### src/rtl/eclair_cs_pkg.sv
// Shared types and constants for the Eclair control-store loader.
package eclair_cs_pkg;
    localparam int CS_ADDR_WIDTH = 8;
    localparam int CS_WORD_WIDTH = 64;
    localparam logic [CS_ADDR_WIDTH-1:0] CS_HALT_ADDR = 8'hFE;

    typedef enum logic [2:0] {
        LOAD_RD = 3'd0,
        LOAD_WR = 3'd1,
        VERIFY  = 3'd2,
        READY   = 3'd3,
        FAIL    = 3'd4
    } cs_state_e;
endpackage

### src/rtl/cs_loader_counter.sv
// Up-counter with synchronous preset, used as the load/verify address.
module cs_loader_counter #(
    parameter int WIDTH = 8
) (
    input  logic             clk,
    input  logic             rst_n,
    input  logic             srst,
    input  logic             inc,
    input  logic             load,
    input  logic [WIDTH-1:0] load_val,
    output logic [WIDTH-1:0] count
);
    logic [WIDTH-1:0] count_r;

    // Count register; preset wins over increment, all-ones wraps to zero
    always_ff @(posedge clk or negedge rst_n) begin
        if (!rst_n) begin
            count_r <= {WIDTH{1'b0}};
        end else if (srst) begin
            count_r <= {WIDTH{1'b0}};
        end else if (load) begin
            count_r <= load_val;
        end else if (inc) begin
            count_r <= count_r + {{(WIDTH-1){1'b0}}, 1'b1};
        end else begin
            count_r <= count_r;
        end
    end

    assign count = count_r;
endmodule

### src/rtl/cs_loader.sv
// Copies the microcode EPROM into the control-store RAM, verifies it, then
// hands the address bus to the sequencer.
module cs_loader
    import eclair_cs_pkg::*;
#(
    parameter int ADDR_WIDTH = CS_ADDR_WIDTH,
    parameter int WORD_WIDTH = CS_WORD_WIDTH,
    parameter int ROM_WAIT   = 1
) (
    input  logic                  clk,
    input  logic                  _reset,
    input  logic                  reload,
    input  logic [ADDR_WIDTH-1:0] seq_addr,
    input  logic [WORD_WIDTH-1:0] rom_data,
    input  logic [WORD_WIDTH-1:0] ram_rdata,
    output logic [ADDR_WIDTH-1:0] cs_addr,
    output logic [WORD_WIDTH-1:0] ram_wdata,
    output logic                  ram__w,
    output logic                  rom__oe,
    output logic                  cs_ready,
    output logic                  load_error,
    output logic [ADDR_WIDTH-1:0] err_addr
);
    cs_state_e             state_r, next_state_s;
    logic [3:0]            wait_cnt_r;
    logic                  wait_last_s;
    logic [ADDR_WIDTH-1:0] addr_s;
    logic                  addr_last_s;
    logic                  cnt_inc_s, cnt_load_s, latch_s, err_set_s, ready_set_s, clear_s;
    logic [WORD_WIDTH-1:0] ram_wdata_r;
    logic                  ram_w_r, rom_oe_r, cs_ready_r, load_error_r;
    logic [ADDR_WIDTH-1:0] err_addr_r;

    cs_loader_counter #(.WIDTH(ADDR_WIDTH)) u_addr (
        .clk      (clk),
        .rst_n    (_reset),
        .srst     (1'b0),
        .inc      (cnt_inc_s),
        .load     (cnt_load_s),
        .load_val ({ADDR_WIDTH{1'b0}}),
        .count    (addr_s)
    );

    assign wait_last_s = (wait_cnt_r == 4'(ROM_WAIT - 1));
    assign addr_last_s = (addr_s == {ADDR_WIDTH{1'b1}});

    // State register
    always_ff @(posedge clk or negedge _reset) begin
        if (!_reset) begin
            state_r <= LOAD_RD;
        end else begin
            state_r <= next_state_s;
        end
    end

    // Next-state logic and per-cycle control strobes
    always_comb begin
        next_state_s = state_r;
        cnt_inc_s    = 1'b0;
        cnt_load_s   = 1'b0;
        latch_s      = 1'b0;
        err_set_s    = 1'b0;
        ready_set_s  = 1'b0;
        clear_s      = 1'b0;
        case (state_r)
            LOAD_RD: begin
                if (wait_last_s) begin
                    next_state_s = LOAD_WR;
                    latch_s      = 1'b1;
                end else begin
                    next_state_s = LOAD_RD;
                end
            end
            LOAD_WR: begin
                if (addr_last_s) begin
                    next_state_s = VERIFY;
                    cnt_load_s   = 1'b1;
                end else begin
                    next_state_s = LOAD_RD;
                    cnt_inc_s    = 1'b1;
                end
            end
            VERIFY: begin
                if (!wait_last_s) begin
                    next_state_s = VERIFY;
                end else if (ram_rdata != rom_data) begin
                    next_state_s = FAIL;
                    err_set_s    = 1'b1;
                end else if (addr_last_s) begin
                    next_state_s = READY;
                    ready_set_s  = 1'b1;
                end else begin
                    cnt_inc_s    = 1'b1;
                end
            end
            READY, FAIL: begin
                if (reload) begin
                    next_state_s = LOAD_RD;
                    cnt_load_s   = 1'b1;
                    clear_s      = 1'b1;
                end else begin
                    next_state_s = state_r;
                end
            end
            default: begin
                next_state_s = LOAD_RD;
                cnt_load_s   = 1'b1;
            end
        endcase
    end

    // Wait counter paces each EPROM access to ROM_WAIT cycles
    always_ff @(posedge clk or negedge _reset) begin
        if (!_reset) begin
            wait_cnt_r <= 4'd0;
        end else if ((state_r == LOAD_RD || state_r == VERIFY) && !wait_last_s) begin
            wait_cnt_r <= wait_cnt_r + 4'd1;
        end else begin
            wait_cnt_r <= 4'd0;
        end
    end

    // Strobes are decoded from the next state so they line up with the state
    always_ff @(posedge clk or negedge _reset) begin
        if (!_reset) begin
            ram_wdata_r  <= {WORD_WIDTH{1'b0}};
            ram_w_r      <= 1'b1;
            rom_oe_r     <= 1'b0;
            cs_ready_r   <= 1'b0;
            load_error_r <= 1'b0;
            err_addr_r   <= {ADDR_WIDTH{1'b0}};
        end else begin
            ram_w_r  <= (next_state_s != LOAD_WR);
            rom_oe_r <= !(next_state_s == LOAD_RD || next_state_s == VERIFY);
            if (latch_s) begin
                ram_wdata_r <= rom_data;
            end
            if (clear_s) begin
                cs_ready_r   <= 1'b0;
                load_error_r <= 1'b0;
                err_addr_r   <= {ADDR_WIDTH{1'b0}};
            end else begin
                if (ready_set_s) begin
                    cs_ready_r <= 1'b1;
                end
                if (err_set_s) begin
                    load_error_r <= 1'b1;
                    err_addr_r   <= addr_s;
                end
            end
        end
    end

    assign cs_addr    = (state_r == READY || state_r == FAIL) ? seq_addr : addr_s;
    assign ram_wdata  = ram_wdata_r;
    assign ram__w     = ram_w_r;
    assign rom__oe    = rom_oe_r;
    assign cs_ready   = cs_ready_r;
    assign load_error = load_error_r;
    assign err_addr   = err_addr_r;
endmodule
### config.mk
export PLATFORM = sky130hd
export DESIGN_NAME = cs_loader
export DESIGN_NICKNAME = d
export VERILOG_FILES = /design/src/rtl/eclair_cs_pkg.sv /design/src/rtl/cs_loader_counter.sv /design/src/rtl/cs_loader.sv
export SDC_FILE = /design/constraint.sdc
export NUM_CORES = 1
export LEC_CHECK = 0
export ABC_AREA = 1
export CAP_MARGIN = 0
export CORE_MARGIN = 2
export CORE_UTILIZATION = 43
export CTS_CLUSTER_DIAMETER = 40
export CTS_CLUSTER_SIZE = 20
export DETAILED_ROUTE_END_ITERATION = 8
export PLACE_DENSITY = 0.82
export RECOVER_POWER = 50
export SLEW_MARGIN = 25
export SYNTH_ARGS = -nofsm -noshare
export SYNTH_HDL_FRONTEND = slang
export SYNTH_HIERARCHICAL = 1
export SYNTH_SLANG_ARGS = --single-unit
### constraint.sdc
create_clock -name clk -period 2.4 [get_ports clk]
set_input_delay 0.48 -clock clk [delete_from_list [all_inputs] [get_ports clk]]
set_output_delay 0.48 -clock clk [all_outputs]
set_load 0.005 [all_outputs]
; Word-level counts from Yosys, hierarchy flattened
; Cells that the tools add are included.
[word_totals]
inputBits = 139
register_bits = 91
word_cells = 66
[op_classes]
add_sub_neg = 2
reduce_logical = 14
n_mux = 33
eq_ne = 8
[ops]
columns = cell, count
row1 = $ne 64x64->1, 1
row2 = $mux 8, 5
row3 = $mux 1, 19
row4 = $mux 3, 4
row5 = $pmux 3 s4, 1
row6 = $eq 3x2->1 const B, 3
row7 = $add 8x1->8 const B, 1
row8 = $eq 8x8->1 const B, 1
row9 = $logic_not 3->1, 2
row10 = $reduce_bool 2->1, 3
row11 = $add 4x1->4 const B, 1
row12 = $logic_not 4->1, 1
row13 = $mux 4, 1
row14 = $reduce_or 2->1, 2
row15 = $eq 3x1->1 const B, 1
row16 = $eq 3x3->1 const B, 1
row17 = $logic_or 1x1->1, 3
row18 = $ne 3x1->1 const B, 1
row19 = $pmux 1 s3, 1
row20 = $logic_not 1->1, 2
row21 = $mux 2, 1
row22 = $pmux 1 s2, 1
row23 = $logic_and 1x1->1, 1

; Depth between registers and ports, before layout
; Gate-level depths: netlist (run 1).
[logic_depth]
word_depth = 8
ltp_mapped = 15
depth_no_buf = 15

; Modules after synthesis
; The synthesis (run 1) kept the hierarchy.
[by_module_without_submodules]
columns = mod, seq_area_each_um2, instances, cells_each, area_each_um2
row1 = cs_loader, 2078.2, 1, 637, 4588.2
row2 = cs_loader_counter, 200.2, 1, 84, 563.0

; Worst setup path before layout (run 1)
; No wires, ideal clock.
[synth_path]
path_kind = register to register
start = register state_r[0]
end = register u_addr.count_r[5], in the netlist u_addr/count[5]
path_buffers = 1
synth_period_minus_slack_ps = 1933
arrival_time_ps = 1817
setup_time_ps = 116
setup_slack_ps = 467
path_stages_with_launch = 14
path_cell_list = dfrtp_1 nor2_1 nand2_1 nand2_4 inv_2 nor2_2 inv_2 o211ai_1 inv_2 buf_6 nor2_2 nor2_1 nand2_1 nand2_1
[synth_between]
elab_chain_cells = 4
word_cells_on_any_way = 11
cone_classes = eq/ne (4) / mux (3) / reduce/logical (4)
[synth_rtl]
columns = item, line_no
row1 = "start, declared", cs_loader.sv:24  ; cs_state_e state_r, next_state_s;
row2 = "start signal, assigned", cs_loader.sv:52  ; state_r <= next_state_s;
row3 = "$eq 3x2->1, or another cell as far along", cs_loader.sv:65  ; case (state_r)
row4 = "$reduce_or 2->1, on equally long branches", --
row5 = $pmux 1 s3 (*), cs_loader.sv:65
row6 = named net cnt_load_s, cs_loader.sv:29  ; logic cnt_inc_s, cnt_load_s, latch_s, err_set_s, ready_set_s, clear_s;
row7 = $mux 8 / $reduce_bool 2->1 (equally long branches), --
row8 = "end signal, assigned", cs_loader_counter.sv:20  ; count_r <= {WIDTH{1'b0}};
row9 = "end signal, assigned", cs_loader_counter.sv:22  ; count_r <= load_val;
row10 = "end signal, assigned", cs_loader_counter.sv:24  ; count_r <= count_r + {{(WIDTH-1){1'b0}}, 1'b1};
row11 = "end, declared", cs_loader_counter.sv:13  ; logic [WIDTH-1:0] count_r;
; The timed path passes the listed nets; every way through them passes the cells marked *.
; A chain may end at the register's enable or synchronous reset.

; Worst setup path in the final report (run 1)
[layout_path]
start = register state_r[2]
end = output cs_addr[3]
[layout_between]
elab_chain_cells = 3
word_cells_on_any_way = 4
cone_classes = eq/ne (2) / mux (1) / reduce/logical (1)
[layout_rtl]
columns = item, line_no
row1 = $eq 3x2->1 / $eq 3x3->1 (equally long branches), cs_loader.sv:154  ; assign cs_addr = (state_r == READY || state_r == FAIL) ? seq_addr : addr_s;
row2 = $logic_or 1x1->1 (*), cs_loader.sv:154
row3 = $mux 8 (*), cs_loader.sv:154
row4 = "end, declared", cs_loader.sv:16  ; output logic [ADDR_WIDTH-1:0] cs_addr,
; Every way passes the cells marked *; elsewhere a longest branch is shown, timed or not.

==> impl_results.md, run 1 <==
* Remaining global-route overflow at 0
* Final worst-path cycle share at 0.957
* Post-DRT Antenna Nets at 0
* Met3 track utilization from global routing at 0.0558
* Drt first pass iters at 6
* Critical path required time at 1.92 ns
* DR vias/cell at 4.66
* Later-pin clock latency in the skew report at 0.34 ns
* Global-route wire length before repair at 24.1 mm
* Number of fill cells in the layout at 926
* Final GP Congestion at 0.845
* Clk pwr share at 0.359
* CTS Hold Bufs at 0
* Initial Utilization at 0.445
* Kind of start point of the critical path: flop
* Clk root buf: sky130_fd_sc_hd__clkbuf_16
* Combinational Power Share at 0.262
* Total power density per cell area at 592 mW/mm^2
* Switching part of the total power at 0.246
* Internal cell power at 3.70 mW
* Core area at 0.0116 mm^2
* Clock sink count at 91
* Total Die Area at 0.0129 mm^2
* Die Ht at 113 um
* Area grow syn2layout at 60.9%
* Setup repair after global routing missed its margin: yes
* CP Launch Point: state_r[2]
* Sequential fraction of design power at 0.379
* Die Span X at 113 um
* Number of buffer cells added on primary ports at 222
* CTS tree: built
* Transition time of the tightest slew-check pin at 1.40 ns
* Final instance area at 0.00829 mm^2
* DRC violation total after the first TritonRoute iteration at 220
* Largest driver fanout on the critical path at 9
* Global-route met1 utilization at 0.279
* Ratio of cells with drive above 1 in the final layout at 0.109
* Placed cell area at 0.00786 mm^2
* Fmax achieved at 0.435 GHz
* Max-cap violation count at 0
* Critical path depth at 7
* Sum of negative setup slack at 0 ns
* Cell type with the highest occurrence count on the critical path: sky130_fd_sc_hd__nand2_1
* Cts bufs inserted at 9
* Number of synthesized register bits at 91
* Antenna violations before repair at 0
* Maximum level of the CTS H-tree at 3
* Yosys cell types at 33
* Hold Vio Cnt, Final at 0
* Critical path start-end classification: flop to output pin
* Boundary pin count at 223
* Final hold slack at 0.450 ns
* Leak at 4.23 nW
* P_sw at 1.21 mW
* Post-route DRC violation count at 0
* Worst stage delay on the critical path at 0.50 ns
* Crit-path leading delay family: buffers and inverters
* Share of async-settable or async-resettable flops after synthesis at 1.00
* Post-synthesis instance total at 721
* Mean cell area of the mapped netlist at 7.14 um^2
* Final-stage net count at 1137
* Count of buffer and inverter cells on the critical path at 3
* Post-route minimum period at 2.30 ns
* Proportion of synthesized chip area in sequential cells at 0.442
* Endpoint of the worst register-to-register path: ram_wdata[55]
* Slowest stage cell, crit path: sky130_fd_sc_hd__clkdlybuf4s50_1
* Largest net degree at the start of global routing at 69
* Number of global-route vias before repair at 5103
* Overall routed net length at 14.7 mm
* R2r setup slk at 0.29 ns
* Max-slew violations at 0
* Setup violation total in the final timing report at 0
* Power Total at 4.91 mW
* Via count at 5324
* Arrival time of data at the critical path endpoint at 1.82 ns
* Layer with the highest usage: met2
* Yosys warning count at 6
* Termination of the worst setup path: cs_addr[3]
* Reg2reg start: wait_cnt_r[0]
* Worst reg-to-reg path cell count at 9
* Buffers from clock root to sink, at most at 2
* Outcome: finished, final reports clean
* Number of inserted diodes at 0
* Clock-pin slew on the worst setup and hold paths at 0.06 ns
* Cells along the critical path: inv_1 > nand3_2 > nand2_4 > buf_6 > nand2_1 > nand2_1 > clkdlybuf4s50_1
* Critical Path End Type: output pin
* HPWL Detailed at 11.4 mm
* Primary flip-flop cell chosen by synthesis mapping: sky130_fd_sc_hd__dfrtp_1
* Number of flops mapped to enable cells by yosys at 0
* Number of placement rows at 39
* Hold Crit Class: input port to asynchronous set/reset pin
* All-layer global routing usage at 0.235
* Worst slew slack as a fraction of its limit at 0.0686
* Netlist Area Pre-Place at 0.00515 mm^2
* Worst-case vdd ir drop at 0.310 mV
* Average wire per cell in the routed design at 12.8 um
* Maximum clock skew at final layout at 0.00917 ns
* Met2 track demand over resource in global routing at 0.412
-- cell families (layout without fill, tap and decap cells) --
family	Yosys count	in the layout	synth area share
compound gates	63	63	0.0649
simple gates	394	394	0.314
buf+inv	133	404	0.102
fa+ha+maj	3	3	0.00729
other cells	1	9	0.000728
xor+xnor	20	20	0.0340
mux	16	16	0.0350
flops	91	91	0.442
-- layout make-up --
class                      count  area (um^2)  area share
timing repair buffer         269         2590       0.313
multi-input combinational    505         2410       0.291
sequential                    91         2280       0.275
inverter                     119          447      0.0539
clock buffer                  12          256      0.0310
tap                          143          179      0.0216
clock inverter                 4          120      0.0145
-- per-stage QoR --
| step | setup WS (ns) | util | cells |
|---|---|---|---|
| after floorplan | 0.467 | - | 729 |
| after global placement | -0.166 | 0.680 | 1123 |
| after detailed placement | -0.283 | 0.680 | 1123 |
| after CTS | 0.00686 | 0.713 | 1139 |
| after global routing | 0.00138 | 0.717 | 1143 |
| final | 0.103 | 0.717 | 1143 |
-- what timing repair did --
item / 4_1_cts / 5_1_grt
buffers inserted: 0 / 4
pin swaps: 0 / 1
endpoints found under the setup margin: 8 / 16
gates resized for setup: 3 / 7
-- cell usage after synthesis (3+ instances only) --
master / instances / area, um^2
sky130_fd_sc_hd__nand2_4: 3 / 33.8
sky130_fd_sc_hd__nand4_1: 4 / 25.0
sky130_fd_sc_hd__nand3_2: 3 / 30.0
sky130_fd_sc_hd__inv_1: 116 / 435
sky130_fd_sc_hd__a21oi_1: 3 / 15.0
sky130_fd_sc_hd__inv_2: 3 / 11.3
sky130_fd_sc_hd__ha_1: 3 / 37.5
sky130_fd_sc_hd__clkbuf_1: 4 / 15.0
sky130_fd_sc_hd__nand2_1: 281 / 1050
sky130_fd_sc_hd__nor2_2: 7 / 43.8
sky130_fd_sc_hd__buf_2: 7 / 35.0
sky130_fd_sc_hd__o21ai_0: 51 / 255
sky130_fd_sc_hd__nand3_1: 27 / 135
sky130_fd_sc_hd__dfrtp_1: 90 / 2250
sky130_fd_sc_hd__mux2_2: 16 / 180
sky130_fd_sc_hd__xor2_1: 19 / 166
sky130_fd_sc_hd__nor2_1: 63 / 236
sky130_fd_sc_hd__o21ai_1: 3 / 15.0
-- how the worst min path moves through the flow --
stage	startpoint	end	slack, ns	cells after the start
floorplan	_reset	cs_ready	0.18	0
global placement	_reset	ram_wdata[23]	0.41	1
detailed placement	_reset	ram_wdata[23]	0.41	1
CTS	_reset	ram_wdata[23]	0.05	1
global route	ram_wdata[49]	ram_wdata[49]	0.51	2
finish	_reset	ram_wdata[23]	0.45	1
-- state kept, by name, summed over array words and instances (netlist names) --
| name | flops |
|---|---|
| ram_wdata | 64 |
| err_addr | 8 |
| u_addr/count | 8 |
| wait_cnt_r | 4 |
| state_r | 3 |
| cs_ready | 1 |
| load_error | 1 |
| ram__w | 1 |
| rom__oe | 1 |
-- layout by cell type, fill, tap and decap left out, drive strengths merged, types with 2 or more instances in the layout --
cell type      count
clkbuf            14
ha                 3
inv              119
xor2              19
buf               46
nand2            285
mux2              16
clkdlybuf4s50    212
o21ai             55
bufinv             4
nand3             30
nor2              72
conb               9
nor3               2
dfrtp             90
dlygate4sd3        9
nand4              4
a21oi              3
-- power by group through the flow --
stage               logic (mW)  registers, mW  clock network, mW
finish                    1.28           1.86               1.76
floorplan                0.393           1.91                  0
CTS                       1.30           1.86               1.79
detailed placement        1.30           1.89                  0
global placement          1.28           1.88                  0
global route              1.41           1.89               1.87
-- layer usage --
metal  share of wire  wire [um]
met5               0          0
met4           0.029        427
met3           0.065        948
met2            0.50       7310
met1            0.41       5990
Power figures use the tool's default switching activity.
==> inputs of run 2 (changes only) <==
--- a/config.mk
+++ b/config.mk
@@ -7,10 +7,10 @@
 export LEC_CHECK = 0
 export ABC_AREA = 1
 export CAP_MARGIN = 0
-export CORE_MARGIN = 2
+export CORE_MARGIN = 4
 export CORE_UTILIZATION = 43
 export CTS_CLUSTER_DIAMETER = 40
-export CTS_CLUSTER_SIZE = 20
+export CTS_CLUSTER_SIZE = 8
 export DETAILED_ROUTE_END_ITERATION = 8
 export PLACE_DENSITY = 0.82
 export RECOVER_POWER = 50
==> constraint.sdc (replaced) <==
create_clock -name clk -period 2.4 [get_ports clk]
set_input_delay 0.24 -clock clk [delete_from_list [all_inputs] [get_ports clk]]
set_output_delay 0.24 -clock clk [all_outputs]
set_load 0.005 [all_outputs]
==> run 2 against run 1 <==
Effect of this change:
- die area rose by 7.2%
- combinational power fell by 4%
- global-route usage fell by 1.8 points
- non-clock buffer count fell by 26
- sequential share of layout area rose by 0.99 points
- routed wire length rose by 3.1%
- critical path depth did not move
- critical path type unchanged
- largest cell class unchanged
- highest routed layer unchanged
==> impl_results.md, run 2 (synthesis results as in run 1) <==
* Largest net degree at the start of global routing at 51 (-26%)
* Worst slew slack as a fraction of its limit at 0.330 (+0.261)
* Drt first pass iters at 4 (-2)
* Sequential fraction of design power at 0.413 (+0.034)
* Transition time of the tightest slew-check pin at 1.01 ns (-0.391 ns)
* Core area at 0.0116 mm^2 (unchanged)
* Cts bufs inserted at 9 (unchanged)
* Clk pwr share at 0.314 (-0.045)
* Die Span X at 117 um (+3.5%)
* Total power density per cell area at 565 mW/mm^2 (-4.7%)
* Sum of negative setup slack at 0 ns (unchanged)
* Later-pin clock latency in the skew report at 0.34 ns (about the same)
* Clock-pin slew on the worst setup and hold paths at 0.07 ns (about the same)
* Buffers from clock root to sink, at most at 2 (unchanged)
* Leak at 4.09 nW (-3.3%)
* HPWL Detailed at 12.0 mm (+5.1%)
* Final non-filler cell total at 1117 (-2.3%)
* Critical path required time at 2.16 ns (+0.24 ns)
* Max FFs per register at 64 (unchanged)
* Count of cells resized by post-cts repair at 0 (-3)
* Post-DRT Antenna Nets at 0 (unchanged)
* Switching part of the total power at 0.273 (+0.0270)
* Final GP Congestion at 0.865 (+2.4%)
* Setup violation total in the final timing report at 0 (unchanged)
* Post-route DRC violation count at 0 (unchanged)
* Die Ht at 117 um (+3.5%)
* Number of inserted diodes at 0 (unchanged)
* Outcome: finished, final reports clean
* R2r setup slk at 0.29 ns (about the same)
* Max-cap violation count at 0 (unchanged)
* Overall routed net length at 15.1 mm (+3.1%)
* DR vias/cell at 4.65 (about the same)
* Via count at 5198 (-2.4%)
* Kind of start point of the critical path: flop
* Clk root buf: sky130_fd_sc_hd__clkbuf_16
* Boundary pin count at 223 (unchanged)
* Post-route minimum period at 2.31 ns (+0.0105 ns)
* Largest driver fanout on the critical path at 9 (unchanged)
* Worst-case vdd ir drop at 0.310 mV (+0.17%)
* Average wire per cell in the routed design at 13.5 um (+5.5%)
* Remaining global-route overflow at 0 (unchanged)
* All-layer global routing usage at 0.217 (-0.0180)
* Hold Crit Class: flop to flop
* Arrival time of data at the critical path endpoint at 2.07 ns (+0.25 ns)
* Placed instance count at 1100 (-2.0%)
* Most common library cell in the layout ignoring fill and taps: sky130_fd_sc_hd__nand2_1
* Highest-count cells in the layout ignoring fill and taps: sky130_fd_sc_hd__nand2_1 (281), sky130_fd_sc_hd__clkdlybuf4s50_1 (183), sky130_fd_sc_hd__inv_1 (116), sky130_fd_sc_hd__dfrtp_1 (90), sky130_fd_sc_hd__nor2_1 (63)
* Area grow syn2layout at 55.1%
* Internal cell power at 3.28 mW (-11%)
* Max-slew violations at 0 (unchanged)
* Number of global-route vias before repair at 5086 (-0.33%)
* Initial Utilization at 0.445 (unchanged)
* Clock sink count at 91 (unchanged)
* Combinational Power Share at 0.273 (+0.011)
* Setup repair after global routing missed its margin: no
* Power Total at 4.51 mW (-8.1%)
* Ratio of cells with drive above 1 in the final layout at 0.0770 (-0.0320)
* Minimum setup slack after placement at -0.00207 ns (+0.280 ns)
* DRC violation total after the first TritonRoute iteration at 277 (+26%)
* Critical Path End Type: output pin
* Smallest setup slack after layout at 0.0929 ns (-0.0105 ns)
* Number of buffer cells added on primary ports at 222 (unchanged)
* Total Die Area at 0.0138 mm^2 (+7.2%)
* Final worst-path cycle share at 0.961 (+0.00438)
* Critical path start-end classification: flop to output pin
* Hold Vio Cnt, Final at 0 (unchanged)
* Maximum clock skew at final layout at 0.00842 ns (-0.000746 ns)
* Antenna violations before repair at 0 (unchanged)
* Fmax achieved at 0.433 GHz (-0.46%)
* CTS tree: built
* Number of placement rows at 39 (unchanged)
* Global-route wire length before repair at 24.4 mm (+1.1%)
* Maximum level of the CTS H-tree at 3 (unchanged)
* P_sw at 1.23 mW (+2.0%)
* Final-stage net count at 1111 (-2.3%)
run 2: power groups by stage:
stage,sequential [mW],combinational [mW],clock (mW)
3_5_place_dp,1.89,1.29,0
6_report,1.86,1.23,1.42
2_1_floorplan,1.91,0.393,0
4_1_cts,1.87,1.29,1.45
3_3_place_gp,1.89,1.26,0
5_1_grt,1.89,1.35,1.52
run 2: path summary, 6_finish.rpt:
| check | from | end | cells past startpoint |
|---|---|---|---|
| hold reg to reg | ram_wdata[12] | ram_wdata[12] | 2 |
| hold / removal | ram_wdata[12] | ram_wdata[12] | 2 |
| setup / recovery | state_r[1] | cs_addr[7] | 7 |
| min in group asynchronous | _reset | err_addr[3] | 2 |
| max in group asynchronous | _reset | ram_wdata[63] | 3 |
| setup reg to reg | state_r[1] | u_addr/count[2] | 12 |
run 2: repair_timing:
action                    in CTS  in global routing
buffers inserted               0                  0
hold endpoints to repair      40                  0
hold buffers                   1                  0
run 2: layout make-up:
cell class                      instances  area (um^2)
Clock buffer                           10          229
Clock inverter                          6         66.3
Fill cell                             966         3580
Inverter                              119          447
Multi-Input combinational cell        505         2390
Sequential cell                        91         2280
Tap cell                              143          179
Timing Repair Buffer                  243         2400
run 2: worst max-delay path, stage by stage, from the launching register on:
cell and delay, ns:
sky130_fd_sc_hd__dfrtp_1 0.42, sky130_fd_sc_hd__nor2_1 0.27, sky130_fd_sc_hd__nand2_1 0.14, sky130_fd_sc_hd__nand2_4 0.09
sky130_fd_sc_hd__buf_4 0.16, sky130_fd_sc_hd__nand2_1 0.06, sky130_fd_sc_hd__nand2_1 0.07, sky130_fd_sc_hd__clkdlybuf4s50_1 0.52
run 2: stage by stage:
stage                     cell area [um^2]   util  hold slack [ns]
after CTS                             8000  0.692            0.455
after detailed placement              7700  0.666            0.263
after global routing                  7990  0.691            0.494
final                                 7990  0.691            0.481
after floorplan                       5180      -          -0.0556
after global placement                7700  0.666            0.263
run 2: routing by layer:
metal / vias to the layer above / routed length [um] / track usage
met5: - / 0 / 0
met4: 0 / 433 / 0.0952
met3: 30 / 932 / 0.0505
met2: 162 / 7600 / 0.386
met1: 2329 / 6160 / 0.248
li1: 2677 / - / -
